--- config.mk ---
export PLATFORM = sky130hd
export DESIGN_NAME = mem_access_stage_flat
export DESIGN_NICKNAME = d
export VERILOG_FILES = /design/src/rtl/mem_access_stage_if.sv /design/src/rtl/mem_access_stage.sv /design/src/flat_wrapper.sv
export SDC_FILE = /design/constraint.sdc
export NUM_CORES = 1
export LEC_CHECK = 0
export CAP_MARGIN = 20
export CORE_MARGIN = 2
export CORE_UTILIZATION = 38
export CTS_CLUSTER_DIAMETER = 120
export DETAILED_ROUTE_END_ITERATION = 7
export HOLD_SLACK_MARGIN = 0.05
export PLACE_DENSITY = 0.75
export SETUP_SLACK_MARGIN = 0.2
export SYNTH_ARGS = -nofsm -noshare
export SYNTH_HDL_FRONTEND = slang
export SYNTH_SLANG_ARGS = --single-unit
--- constraint.sdc ---
create_clock -name clock -period 1.9 [get_ports clock]
set_input_delay 0.19 -clock clock [delete_from_list [all_inputs] [get_ports clock]]
set_output_delay 0.19 -clock clock [all_outputs]
set_load 0.02 [all_outputs]
--- src/rtl/mem_access_stage_if.sv ---
// mem_access_stage_if
//   Bundles the load/store stage's request side (from operand fetch), its
//   main-memory side and its writeback/status side into one interface.
//
//   slave  modport : used by the stage itself.
//   master modport : used by whatever sits around the stage (controller,
//                    memory, register file).
//
//   Request : start, is_store, base, disp, store_data, dest_reg
//   Memory  : mem_address, mem_write_data, mem_wren (to memory), mem_q (from memory)
//   Result  : mdr, wb_enable, wb_reg, wb_data, busy, done
interface mem_access_stage_if #(
  parameter int DATA_WIDTH    = 16,
  parameter int ADDR_WIDTH    = 16,
  parameter int DISP_WIDTH    = 8,
  parameter int REG_SEL_WIDTH = 3
);
  logic                     start;
  logic                     is_store;
  logic [ADDR_WIDTH-1:0]    base;
  logic [DISP_WIDTH-1:0]    disp;
  logic [DATA_WIDTH-1:0]    store_data;
  logic [REG_SEL_WIDTH-1:0] dest_reg;

  logic [ADDR_WIDTH-1:0]    mem_address;
  logic [DATA_WIDTH-1:0]    mem_write_data;
  logic                     mem_wren;
  logic [DATA_WIDTH-1:0]    mem_q;

  logic [DATA_WIDTH-1:0]    mdr;
  logic                     wb_enable;
  logic [REG_SEL_WIDTH-1:0] wb_reg;
  logic [DATA_WIDTH-1:0]    wb_data;
  logic                     busy;
  logic                     done;

  modport slave (
    input  start, is_store, base, disp, store_data, dest_reg, mem_q,
    output mem_address, mem_write_data, mem_wren,
    output mdr, wb_enable, wb_reg, wb_data, busy, done
  );

  modport master (
    output start, is_store, base, disp, store_data, dest_reg, mem_q,
    input  mem_address, mem_write_data, mem_wren,
    input  mdr, wb_enable, wb_reg, wb_data, busy, done
  );
endinterface

--- src/rtl/mem_access_stage.sv ---
// mem_access_stage
//   Load/store execution stage of the multi-cycle core. Accepts one LD or ST
//   from operand fetch, forms the effective address base + sext(disp), drives
//   a single-port synchronous memory and, for loads, captures the read data
//   into MDR and issues a one-cycle register-file writeback.
//
//   clock   : system clock, all state changes on its rising edge
//   reset_n : asynchronous active-low reset, abandons any operation
//   bus     : mem_access_stage_if.slave (request, memory and result signals)
module mem_access_stage #(
  parameter int DATA_WIDTH    = 16,
  parameter int ADDR_WIDTH    = 16,
  parameter int DISP_WIDTH    = 8,
  parameter int REG_SEL_WIDTH = 3,
  parameter int READ_LATENCY  = 1
) (
  input  logic                clock,
  input  logic                reset_n,
  mem_access_stage_if.slave   bus
);

  typedef enum logic [2:0] {
    IDLE, RD_ADDR, RD_WAIT, RD_CAPT, WB, WR, WR_DONE
  } state_t;

  // Extra wait cycles after the memory has sampled the address.
  localparam logic [1:0] LP_WAIT_INIT = 2'(READ_LATENCY - 1);

  state_t                   r_state, w_stateNext;
  logic [ADDR_WIDTH-1:0]    r_memAddress, w_memAddressNext;
  logic [DATA_WIDTH-1:0]    r_memWriteData, w_memWriteDataNext;
  logic                     r_memWren, w_memWrenNext;
  logic [DATA_WIDTH-1:0]    r_mdr, w_mdrNext;
  logic                     r_wbEnable, w_wbEnableNext;
  logic [REG_SEL_WIDTH-1:0] r_wbReg, w_wbRegNext;
  logic                     r_done, w_doneNext;
  logic [1:0]               r_waitCnt, w_waitCntNext;
  logic [ADDR_WIDTH-1:0]    w_effAddr;

  // Displacement is sign-extended; overflow simply wraps.
  assign w_effAddr = bus.base + {{(ADDR_WIDTH-DISP_WIDTH){bus.disp[DISP_WIDTH-1]}}, bus.disp};

  // State and all registered outputs; reset clears everything at once so a
  // pending write is dropped immediately.
  always_ff @(posedge clock or negedge reset_n) begin
    if (!reset_n) begin
      r_state        <= IDLE;
      r_memAddress   <= '0;
      r_memWriteData <= '0;
      r_memWren      <= 1'b0;
      r_mdr          <= '0;
      r_wbEnable     <= 1'b0;
      r_wbReg        <= '0;
      r_done         <= 1'b0;
      r_waitCnt      <= '0;
    end else begin
      r_state        <= w_stateNext;
      r_memAddress   <= w_memAddressNext;
      r_memWriteData <= w_memWriteDataNext;
      r_memWren      <= w_memWrenNext;
      r_mdr          <= w_mdrNext;
      r_wbEnable     <= w_wbEnableNext;
      r_wbReg        <= w_wbRegNext;
      r_done         <= w_doneNext;
      r_waitCnt      <= w_waitCntNext;
    end
  end

  // Next-state and next-output logic. Request inputs are only looked at in
  // IDLE, so a start arriving while busy is simply dropped.
  always_comb begin
    w_stateNext        = r_state;
    w_memAddressNext   = r_memAddress;
    w_memWriteDataNext = r_memWriteData;
    w_memWrenNext      = r_memWren;
    w_mdrNext          = r_mdr;
    w_wbEnableNext     = r_wbEnable;
    w_wbRegNext        = r_wbReg;
    w_doneNext         = r_done;
    w_waitCntNext      = r_waitCnt;

    unique case (r_state)
      IDLE: begin
        if (bus.start) begin
          w_memAddressNext = w_effAddr;
          if (bus.is_store) begin
            w_memWriteDataNext = bus.store_data;
            w_memWrenNext      = 1'b1;
            w_stateNext        = WR;
          end else begin
            w_wbRegNext = bus.dest_reg;
            w_stateNext = RD_ADDR;
          end
        end
      end
      RD_ADDR: begin
        w_waitCntNext = LP_WAIT_INIT;
        w_stateNext   = (LP_WAIT_INIT != 2'd0) ? RD_WAIT : RD_CAPT;
      end
      RD_WAIT: begin
        // Leave once the counter is about to reach zero.
        w_waitCntNext = r_waitCnt - 2'd1;
        if (r_waitCnt <= 2'd1) begin
          w_stateNext = RD_CAPT;
        end
      end
      RD_CAPT: begin
        w_mdrNext      = bus.mem_q;
        w_wbEnableNext = 1'b1;
        w_doneNext     = 1'b1;
        w_stateNext    = WB;
      end
      WB: begin
        w_wbEnableNext = 1'b0;
        w_doneNext     = 1'b0;
        w_stateNext    = IDLE;
      end
      WR: begin
        w_memWrenNext = 1'b0;
        w_doneNext    = 1'b1;
        w_stateNext   = WR_DONE;
      end
      WR_DONE: begin
        w_doneNext  = 1'b0;
        w_stateNext = IDLE;
      end
      default: begin
        w_stateNext = IDLE;
      end
    endcase
  end

  assign bus.mem_address    = r_memAddress;
  assign bus.mem_write_data = r_memWriteData;
  assign bus.mem_wren       = r_memWren;
  assign bus.mdr            = r_mdr;
  assign bus.wb_enable      = r_wbEnable;
  assign bus.wb_reg         = r_wbReg;
  // Writeback data is the captured MDR value itself.
  assign bus.wb_data        = r_mdr;
  assign bus.done           = r_done;
  assign bus.busy           = (r_state != IDLE);

endmodule
--- src/flat_wrapper.sv ---
// flat-port wrapper written by rule: the top's interface ports become plain ports
module mem_access_stage_flat 
#(
  parameter int DATA_WIDTH    = 16,
  parameter int ADDR_WIDTH    = 16,
  parameter int DISP_WIDTH    = 8,
  parameter int REG_SEL_WIDTH = 3,
  parameter int READ_LATENCY  = 1
)
  (clock, reset_n, bus_start, bus_is_store, bus_base, bus_disp, bus_store_data, bus_dest_reg, bus_mem_q, bus_mem_address, bus_mem_write_data, bus_mem_wren, bus_mdr, bus_wb_enable, bus_wb_reg, bus_wb_data, bus_busy, bus_done);
  mem_access_stage_if #(.DATA_WIDTH(DATA_WIDTH), .ADDR_WIDTH(ADDR_WIDTH), .DISP_WIDTH(DISP_WIDTH), .REG_SEL_WIDTH(REG_SEL_WIDTH)) bus_i ();
  input  logic clock;
  input  logic reset_n;
  input wire logic [$bits(bus_i.start)-1:0] bus_start;
  input wire logic [$bits(bus_i.is_store)-1:0] bus_is_store;
  input wire logic [$bits(bus_i.base)-1:0] bus_base;
  input wire logic [$bits(bus_i.disp)-1:0] bus_disp;
  input wire logic [$bits(bus_i.store_data)-1:0] bus_store_data;
  input wire logic [$bits(bus_i.dest_reg)-1:0] bus_dest_reg;
  input wire logic [$bits(bus_i.mem_q)-1:0] bus_mem_q;
  output wire logic [$bits(bus_i.mem_address)-1:0] bus_mem_address;
  output wire logic [$bits(bus_i.mem_write_data)-1:0] bus_mem_write_data;
  output wire logic [$bits(bus_i.mem_wren)-1:0] bus_mem_wren;
  output wire logic [$bits(bus_i.mdr)-1:0] bus_mdr;
  output wire logic [$bits(bus_i.wb_enable)-1:0] bus_wb_enable;
  output wire logic [$bits(bus_i.wb_reg)-1:0] bus_wb_reg;
  output wire logic [$bits(bus_i.wb_data)-1:0] bus_wb_data;
  output wire logic [$bits(bus_i.busy)-1:0] bus_busy;
  output wire logic [$bits(bus_i.done)-1:0] bus_done;
  assign bus_i.start = bus_start;
  assign bus_i.is_store = bus_is_store;
  assign bus_i.base = bus_base;
  assign bus_i.disp = bus_disp;
  assign bus_i.store_data = bus_store_data;
  assign bus_i.dest_reg = bus_dest_reg;
  assign bus_i.mem_q = bus_mem_q;
  assign bus_mem_address = bus_i.mem_address;
  assign bus_mem_write_data = bus_i.mem_write_data;
  assign bus_mem_wren = bus_i.mem_wren;
  assign bus_mdr = bus_i.mdr;
  assign bus_wb_enable = bus_i.wb_enable;
  assign bus_wb_reg = bus_i.wb_reg;
  assign bus_wb_data = bus_i.wb_data;
  assign bus_busy = bus_i.busy;
  assign bus_done = bus_i.done;
  mem_access_stage #(.DATA_WIDTH(DATA_WIDTH), .ADDR_WIDTH(ADDR_WIDTH), .DISP_WIDTH(DISP_WIDTH), .REG_SEL_WIDTH(REG_SEL_WIDTH), .READ_LATENCY(READ_LATENCY)) u_core (.clock(clock), .reset_n(reset_n), .bus(bus_i));
endmodule
==> summary.md, run 1 <==
| Metric | Value |
|---|---|
| Status | finished clean |
| Xor/xnor share of the synthesized area | 0.04286 |
| Die area | 8801 sq um |
| Layout cell share with drive strength beyond 1 | 0.3011 |
| CP dominant cell by count | a21oi_2 |
| Pwr Total | 7599 uW |
| Hold Crit Start | bus_disp[0] |
| Top-Level Pins | 134 |
| Crit start category | input pin |
| CTS tree | built |
| Data arrival time at the worst-slack endpoint | 1.86 ns |
| WL/cell | 14.92 um |
| Worst-margin pin slew | 0.5971 ns |
| Main combinational cell family by area after synthesis | multiplexers |
| Simple-Gate Fraction of Synth Area | 0.07143 |
| Fmax | 606.5 MHz |
| Vias per inst | 4.858 |
| End of the worst register-to-register path | u_core.bus.wb_reg[1] |
| Synth-to-Final Area Change | 66.61% |
| Mux share of post-synthesis cell area | 0.1355 |
| Largest delay share family, worst path | compound AO/OA/AOI/OAI gates |
| R2R setup slack | 0.40 ns |
| Synth area leaders | dfrtp_1 (48%), mux2_2 (13%), ha_1 (6.5%) |
| Setup_tns | 0 ns |
| Clk_lat worst skew | 0.32 ns |
| Min cycle time layout | 1.649 ns |
| Die W | 93.82 um |
| Final #Nets | 512 |
| Core ar. | 7767 sq um |
| Syn. warnings | 0 |
| Synth Register Bits | 59 |
| Worst hold path endpoint | u_core.bus.mem_address[0] |
| Initial antenna violation count | 0 |
| Asr flop ratio synth | 1.000 |
| PortBufs | 133 |
| Die height | 93.82 um |
| Path type of the worst setup path | input pin to register |
| RSZ-0062 raised after global routing | false |
| Root buffer cell | clkbuf_8 |
| Maximum number of pins on one net before global-route repair | 37 |
| Req. time, crit path | 2.11 ns |
| Worst reg2reg path depth | 5 |
| Clock slew at reported path FFs | 0.07 ns |
| Synth top area share | 0.4816 |
| Synth unique cells | 40 |
| Mapped cell area | 3065 sq um |
| Leading area contributor after synthesis | dfrtp_1 |
| First DRT Iteration DRCs | 43 |
| Complex-gate fraction of the synthesized area | 0.1331 |
| CTS H-Tree Depth | 3 |
| Top FF cell, synth | dfrtp_1 |
| Leakage power | 0.002266 uW |
| Power density cells | 1488 nW/um^2 |
| ANT cells | 0 |
| Min-Delay Path Depth | 4 |
| Syn_nets | 356 |
| Cell row count | 32 |
| Worst path bufs/invs | 1 |
| Detail Route Antenna Nets | 0 |
| Residual DRC | 0 |
| Slowest stage cell, crit path | clkdlybuf4s50_1 |
| Fin. Hold Viols | 0 |
| GRT Residual Overflow | 0 |
| Clock buffer count from CTS | 9 |
| Final wirelength | 8013 um |
| Layout Skew | 0.008748 ns |
| Adder-Cell Fraction of Synth Area | 0.07184 |
| DR vias | 2609 |
| RePlAce Congestion | 0.8624 |
| Crit Reg-Reg Startpoint | u_core.r_state[0] |
| Crit path max fanout | 6 |
| Worst setup EP type | register |
| Hold WC Path Type | input pin to register |
| Slew headroom | 0.6020 |
| Seq/Total Area, Yosys | 0.4816 |
| EDFF count, synth | 0 |
| Final setup viols | 0 |
| Slowest cell delay on critical path | 0.46 ns |
| Cells along the critical path | clkdlybuf4s50_1, ha_2, a21oi_2, o21ai_1, a21oi_2, o41ai_4, xnor2_1, o21ai_2 |
| Max-cap viol count | 0 |
| Clock Sinks | 59 |
| DP Wirelength | 6015 um |
| Clk buf depth | 2 |
| TritonRoute pass-1 iters | 4 |
| Fill cell count | 597 |
| Starting density of the core | 0.3947 |
| Final Cycle Share | 0.8679 |
| Synthesized area per cell | 11.11 sq um |
| Peak VDD IR | 0.5035 mV |
| First-pass GRT wire length | 12390 um |
| Vias in the first global route | 2654 |
| Synthesized netlist cell count | 276 |
| Pins Over Slew Limit | 0 |
| Total GRT Usage | 0.1791 |
## metrics by stage
stage | area [sq um] | instances | hold slack (ns) | setup WS [ns] | util
2_1_floorplan | 3072 | 276 | -0.1056 | 0.2056 | -
3_3_place_gp | 4628 | 519 | 0.2206 | -0.3664 | 0.5958
3_5_place_dp | 4628 | 519 | 0.2320 | -0.3987 | 0.5958
4_1_cts | 4927 | 535 | 0.3591 | 0.09518 | 0.6343
5_1_grt | 5107 | 537 | 0.2484 | 0.1625 | 0.6575
6_report | 5107 | 537 | 0.2431 | 0.2511 | 0.6575
## area by class of cell
type,count,area [sq um],area share
Tap cell,102,127.6,0.02499
Clock buffer,12,165.2,0.03234
Sequential cell,59,1476,0.2891
Clock inverter,2,35.03,0.006859
Timing Repair Buffer,170,1625,0.3182
Multi-Input combinational cell,182,1640,0.3212
Inverter,10,37.54,0.007349
## synth_stat cells, drive strengths merged (2+ instances only)
master,number
inv,10
a211oi,2
nor2,10
nand2,29
mux2,36
a21oi,13
xnor2,7
clkbuf,6
a31oi,2
nand4,3
a21o,5
o21bai,2
xor2,8
and2,3
ha,16
dfrtp,59
nand2b,2
buf,19
nor2b,2
o21ai,29
## worst register-to-register path: cells and delay by family (launching register included)
| kind | cells | cell delay, ns |
|---|---|---|
| buffers and inverters | 1 | 0.14 |
| multiplexers | 1 | 0.37 |
| AND/OR/NAND/NOR | 3 | 0.51 |
| flip-flops | 1 | 0.39 |
## how the worst max path moves through the flow
stage,startpoint,cells after the start,end,slack [ns]
after floorplan,bus_disp[7],8,u_core.bus.mem_address[12],0.21
after global placement,bus_disp[0],10,u_core.bus.mem_address[12],-0.37
after detailed placement,bus_base[0],10,u_core.bus.mem_address[12],-0.40
after CTS,bus_disp[1],9,u_core.bus.mem_address[12],0.1
after global routing,bus_disp[6],8,u_core.bus.mem_address[12],0.16
final,bus_base[8],8,u_core.bus.mem_address[15],0.25
## per-layer routing
layer,track usage,share of wire,vias to the layer above
li1,-,-,1262
met1,0.2044,0.40,1226
met3,0.03130,0.069,11
met2,0.3286,0.51,110
met4,0.07246,0.017,0
met5,0,0,-
## placed cells by master, fill, tap and decap left out, types with 3 or more instances in the layout
master	count
dfrtp_1	59
o21ai_0	23
nand4_1	3
clkbuf_2	3
xnor2_1	7
ha_1	5
inv_1	8
xor2_1	8
a21o_1	4
clkdlybuf4s50_1	119
a21oi_1	6
dlymetal6s2s_1	9
ha_4	7
o21ai_1	5
nor2_1	10
clkbuf_8	12
a21oi_2	5
ha_2	4
mux2_2	36
nand2_1	25
buf_4	35
## cell families (layout without fill, tap and decap cells)
kind of cell	after synthesis	in the layout
adders and majority gates	17	17
buffers and inverters	35	194
AOI/OAI and AO/OA	63	63
and+or+nand+nor	50	50
xor gates and xnor gates	15	15
muxes	37	37
DFF	59	59
## report_power, final
group	switching, uW	internal, uW	total (uW)
logic	2020	2170	4190
clock network	447	697	1140
registers	387	1880	2270
total	2850	4750	7600
## timing repair
action                                  in CTS  in global routing
endpoints found under the setup margin      12                 14
endpoints found under the hold margin       23                  0
pin swaps                                    9                 25
hold buffers                                 1                  0
buffers inserted                             1                  2
gates resized for setup                     21                 43
(Power assumes the default switching activity.)
==> inputs of run 2 (changes only) <==
--- a/config.mk
+++ b/config.mk
@@ -5,7 +5,7 @@
 export SDC_FILE = /design/constraint.sdc
 export NUM_CORES = 1
 export LEC_CHECK = 0
-export CAP_MARGIN = 20
+export CAP_MARGIN = 40
 export CORE_MARGIN = 2
 export CORE_UTILIZATION = 38
 export CTS_CLUSTER_DIAMETER = 120
==> results of run 2 <==
The final DEF is identical to that of run 1; final timing and power are the same.
==> inputs of run 3 (changes only) <==
--- a/config.mk
+++ b/config.mk
@@ -11,7 +11,7 @@
 export CTS_CLUSTER_DIAMETER = 120
 export DETAILED_ROUTE_END_ITERATION = 7
 export HOLD_SLACK_MARGIN = 0.05
-export PLACE_DENSITY = 0.75
+export PLACE_DENSITY = 0.78
 export SETUP_SLACK_MARGIN = 0.2
 export SYNTH_ARGS = -nofsm -noshare
 export SYNTH_HDL_FRONTEND = slang
==> constraint.sdc (replaced) <==
create_clock -name clock -period 1.5 [get_ports clock]
set_input_delay 0.15 -clock clock [delete_from_list [all_inputs] [get_ports clock]]
set_output_delay 0.15 -clock clock [all_outputs]
set_load 0.02 [all_outputs]
==> run 3 against run 2 <==
The flow now finishes with violations (setup timing). Non-clock buffer count up 11. First-iteration DRC count up 2.3%. Flip-flop and latch count unchanged. Utilization up 3.6 points. Hold slack worse by 0.13 ns. Final cell count up 2.4%. Critical path type unchanged. Largest power group unchanged. Highest routed layer unchanged.
==> summary.md, run 3 (synthesis gave the netlist of run 1 again) <==
| Metric | Value |
|---|---|
| Most frequent cells in the layout | dlygate4sd2_1 (79), dfrtp_1 (58), clkdlybuf4s50_1 (39) |
| Worst reg2reg path depth | 5 (unchanged) |
| DR vias | 2714 (+4.0%) |
| Fmax | 658.6 MHz |
| Root buffer cell | clkbuf_8 |
| Worst-margin pin slew | 0.3139 ns (-0.2832 ns) |
| Die height | 93.82 um (unchanged) |
| Initial antenna violation count | 0 (unchanged) |
| RePlAce Congestion | 0.8145 (-5.6%) |
| Path type of the worst setup path | input pin to register |
| WL/cell | 16.23 um (+8.8%) |
| Final Cycle Share | 1.012 |
| Post-place setup slack | -0.7780 ns (-0.3793 ns) |
| Detail Route Antenna Nets | 0 (unchanged) |
| Post-Route Utilization | 0.6939 (+0.03640) |
| CTS H-Tree Depth | 3 (unchanged) |
| GRT Residual Overflow | 0 (unchanged) |
| Starting density of the core | 0.3947 (unchanged) |
| Data arrival time at the worst-slack endpoint | 1.73 ns (-0.13 ns) |
| Clock buffer count from CTS | 9 (unchanged) |
| Total GRT Usage | 0.1921 (+0.01305) |
| Power density cells | 1762 nW/um^2 (+18%) |
| Clock Sinks | 59 (unchanged) |
| Min-Delay Path Depth | 4 (unchanged) |
| Vias per inst | 4.935 (+1.6%) |
| Setup ws final | -0.01836 ns (-0.2694 ns) |
| Slew headroom | 0.7885 (+0.1866) |
| Max-cap viol count | 0 (unchanged) |
| Req. time, crit path | 1.71 ns (-0.40 ns) |
| Failing checks | setup timing |
| First-pass GRT wire length | 12960 um (+4.6%) |
| Min cycle time layout | 1.518 ns |
| Vias in the first global route | 2705 (+1.9%) |
| Cell row count | 32 (unchanged) |
| Crit start category | input pin |
| Status | complete, but fails checks |
| Most common cell after layout, fill and taps aside | dlygate4sd2_1 |
| Clk_lat worst skew | 0.33 ns (about the same) |
| Fin. Hold Viols | 0 (unchanged) |
| Clock slew at reported path FFs | 0.07 ns (about the same) |
| DP Wirelength | 5812 um (-3.4%) |
| Leakage power | 0.002459 uW (+8.5%) |
| Hold Slack | 0.1142 ns (-0.1289 ns) |
| Synth-to-Final Area Change | 75.84% |
| Core ar. | 7767 sq um (unchanged) |
| Worst setup EP type | register |
| Residual DRC | 0 (unchanged) |
| Die area | 8801 sq um (unchanged) |
| Final #Nets | 523 (+2.1%) |
| R2R setup slack | 0.05 ns (-0.35 ns) |
| Final setup viols | 1 (+1) |
| Layout cell share with drive strength beyond 1 | 0.3929 (+0.09171) |
| Peak VDD IR | 0.5751 mV (+14%) |
| Top-Level Pins | 134 (unchanged) |
| Clk buf depth | 2 (unchanged) |
| First DRT Iteration DRCs | 44 (+2.3%) |
| PortBufs | 133 (unchanged) |
| Crit path max fanout | 2 (-4) |
| RSZ-0062 raised after global routing | true |
| Pins Over Slew Limit | 0 (unchanged) |
| Die W | 93.82 um (unchanged) |
| TritonRoute pass-1 iters | 4 (unchanged) |
| Hold WC Path Type | input pin to register |
| Maximum number of pins on one net before global-route repair | 60 (+62%) |
| Layout Skew | 0.006034 ns (-0.002714 ns) |
| Fill cell count | 598 (+0.17%) |
| Final wirelength | 8926 um (+11%) |
| CTS tree | built |
| ANT cells | 0 (unchanged) |
run 3: layout make-up:
cell class / count / area (sq um) / area share
Multi-Input combinational cell: 182 / 1824 / 0.3384
Timing Repair Buffer: 181 / 1710 / 0.3173
Sequential cell: 59 / 1478 / 0.2741
Clock buffer: 12 / 165.2 / 0.03064
Tap cell: 102 / 127.6 / 0.02368
Clock inverter: 4 / 47.55 / 0.008821
Inverter: 10 / 37.54 / 0.006964
run 3: what timing repair did:
item,CTS,global route
cloned,1,1
pin swaps,42,34
setup endpoints to repair,124,56
hold buffers,1,0
hold endpoints to repair,59,0
buffers inserted,12,3
resized for setup,186,36
run 3: critical path, stage by stage:
cell	delay (ns)
buf_6	0.07
ha_4	0.14
inv_2	0.04
fa_2	0.35
nor2b_2	0.18
o2111ai_2	0.17
a21oi_2	0.21
a311oi_2	0.14
xor2_1	0.20
o21ai_1	0.07
run 3: worst paths after layout:
kind,end,from
max,u_core.bus.mem_address[12],bus_base[0]
min,u_core.bus.mem_address[0],bus_disp[0]
max reg2reg,u_core.bus.mem_write_data[9],u_core.r_state[0]
min reg2reg,u_core.bus.mem_address[1],u_core.bus.mem_address[1]
max in group asynchronous,u_core.r_state[1],reset_n
min in group asynchronous,u_core.bus.mem_address[3],reset_n
run 3: where the power goes:
part	switching (uW)	total, uW	internal (uW)
Clock	602	1500	897
Sequential	461	2850	2380
Combinational	2770	5160	2380
Total	3840	9500	5660
run 3: through the flow:
stage          setup TNS [ns]  total power (uW)  cells  instance area (sq um)
2_1_floorplan         -0.7075              5851    276                   3189
6_report             -0.01836              9500    550                   5390
3_5_place_dp           -9.384              8190    516                   4720
5_1_grt              -0.08386             10080    550                   5390
4_1_cts                     0              9376    546                   5250
3_3_place_gp           -8.263              8052    516                   4720
run 3: routing by layer:
layer	GRT usage	routed length, um	up-vias	share of wire
met2	0.3679	4777	124	0.54
met1	0.1969	3263	1281	0.37
met5	0	0	-	0
met3	0.03612	612	21	0.069
met4	0.09541	273	0	0.031
li1	-	-	1288	-
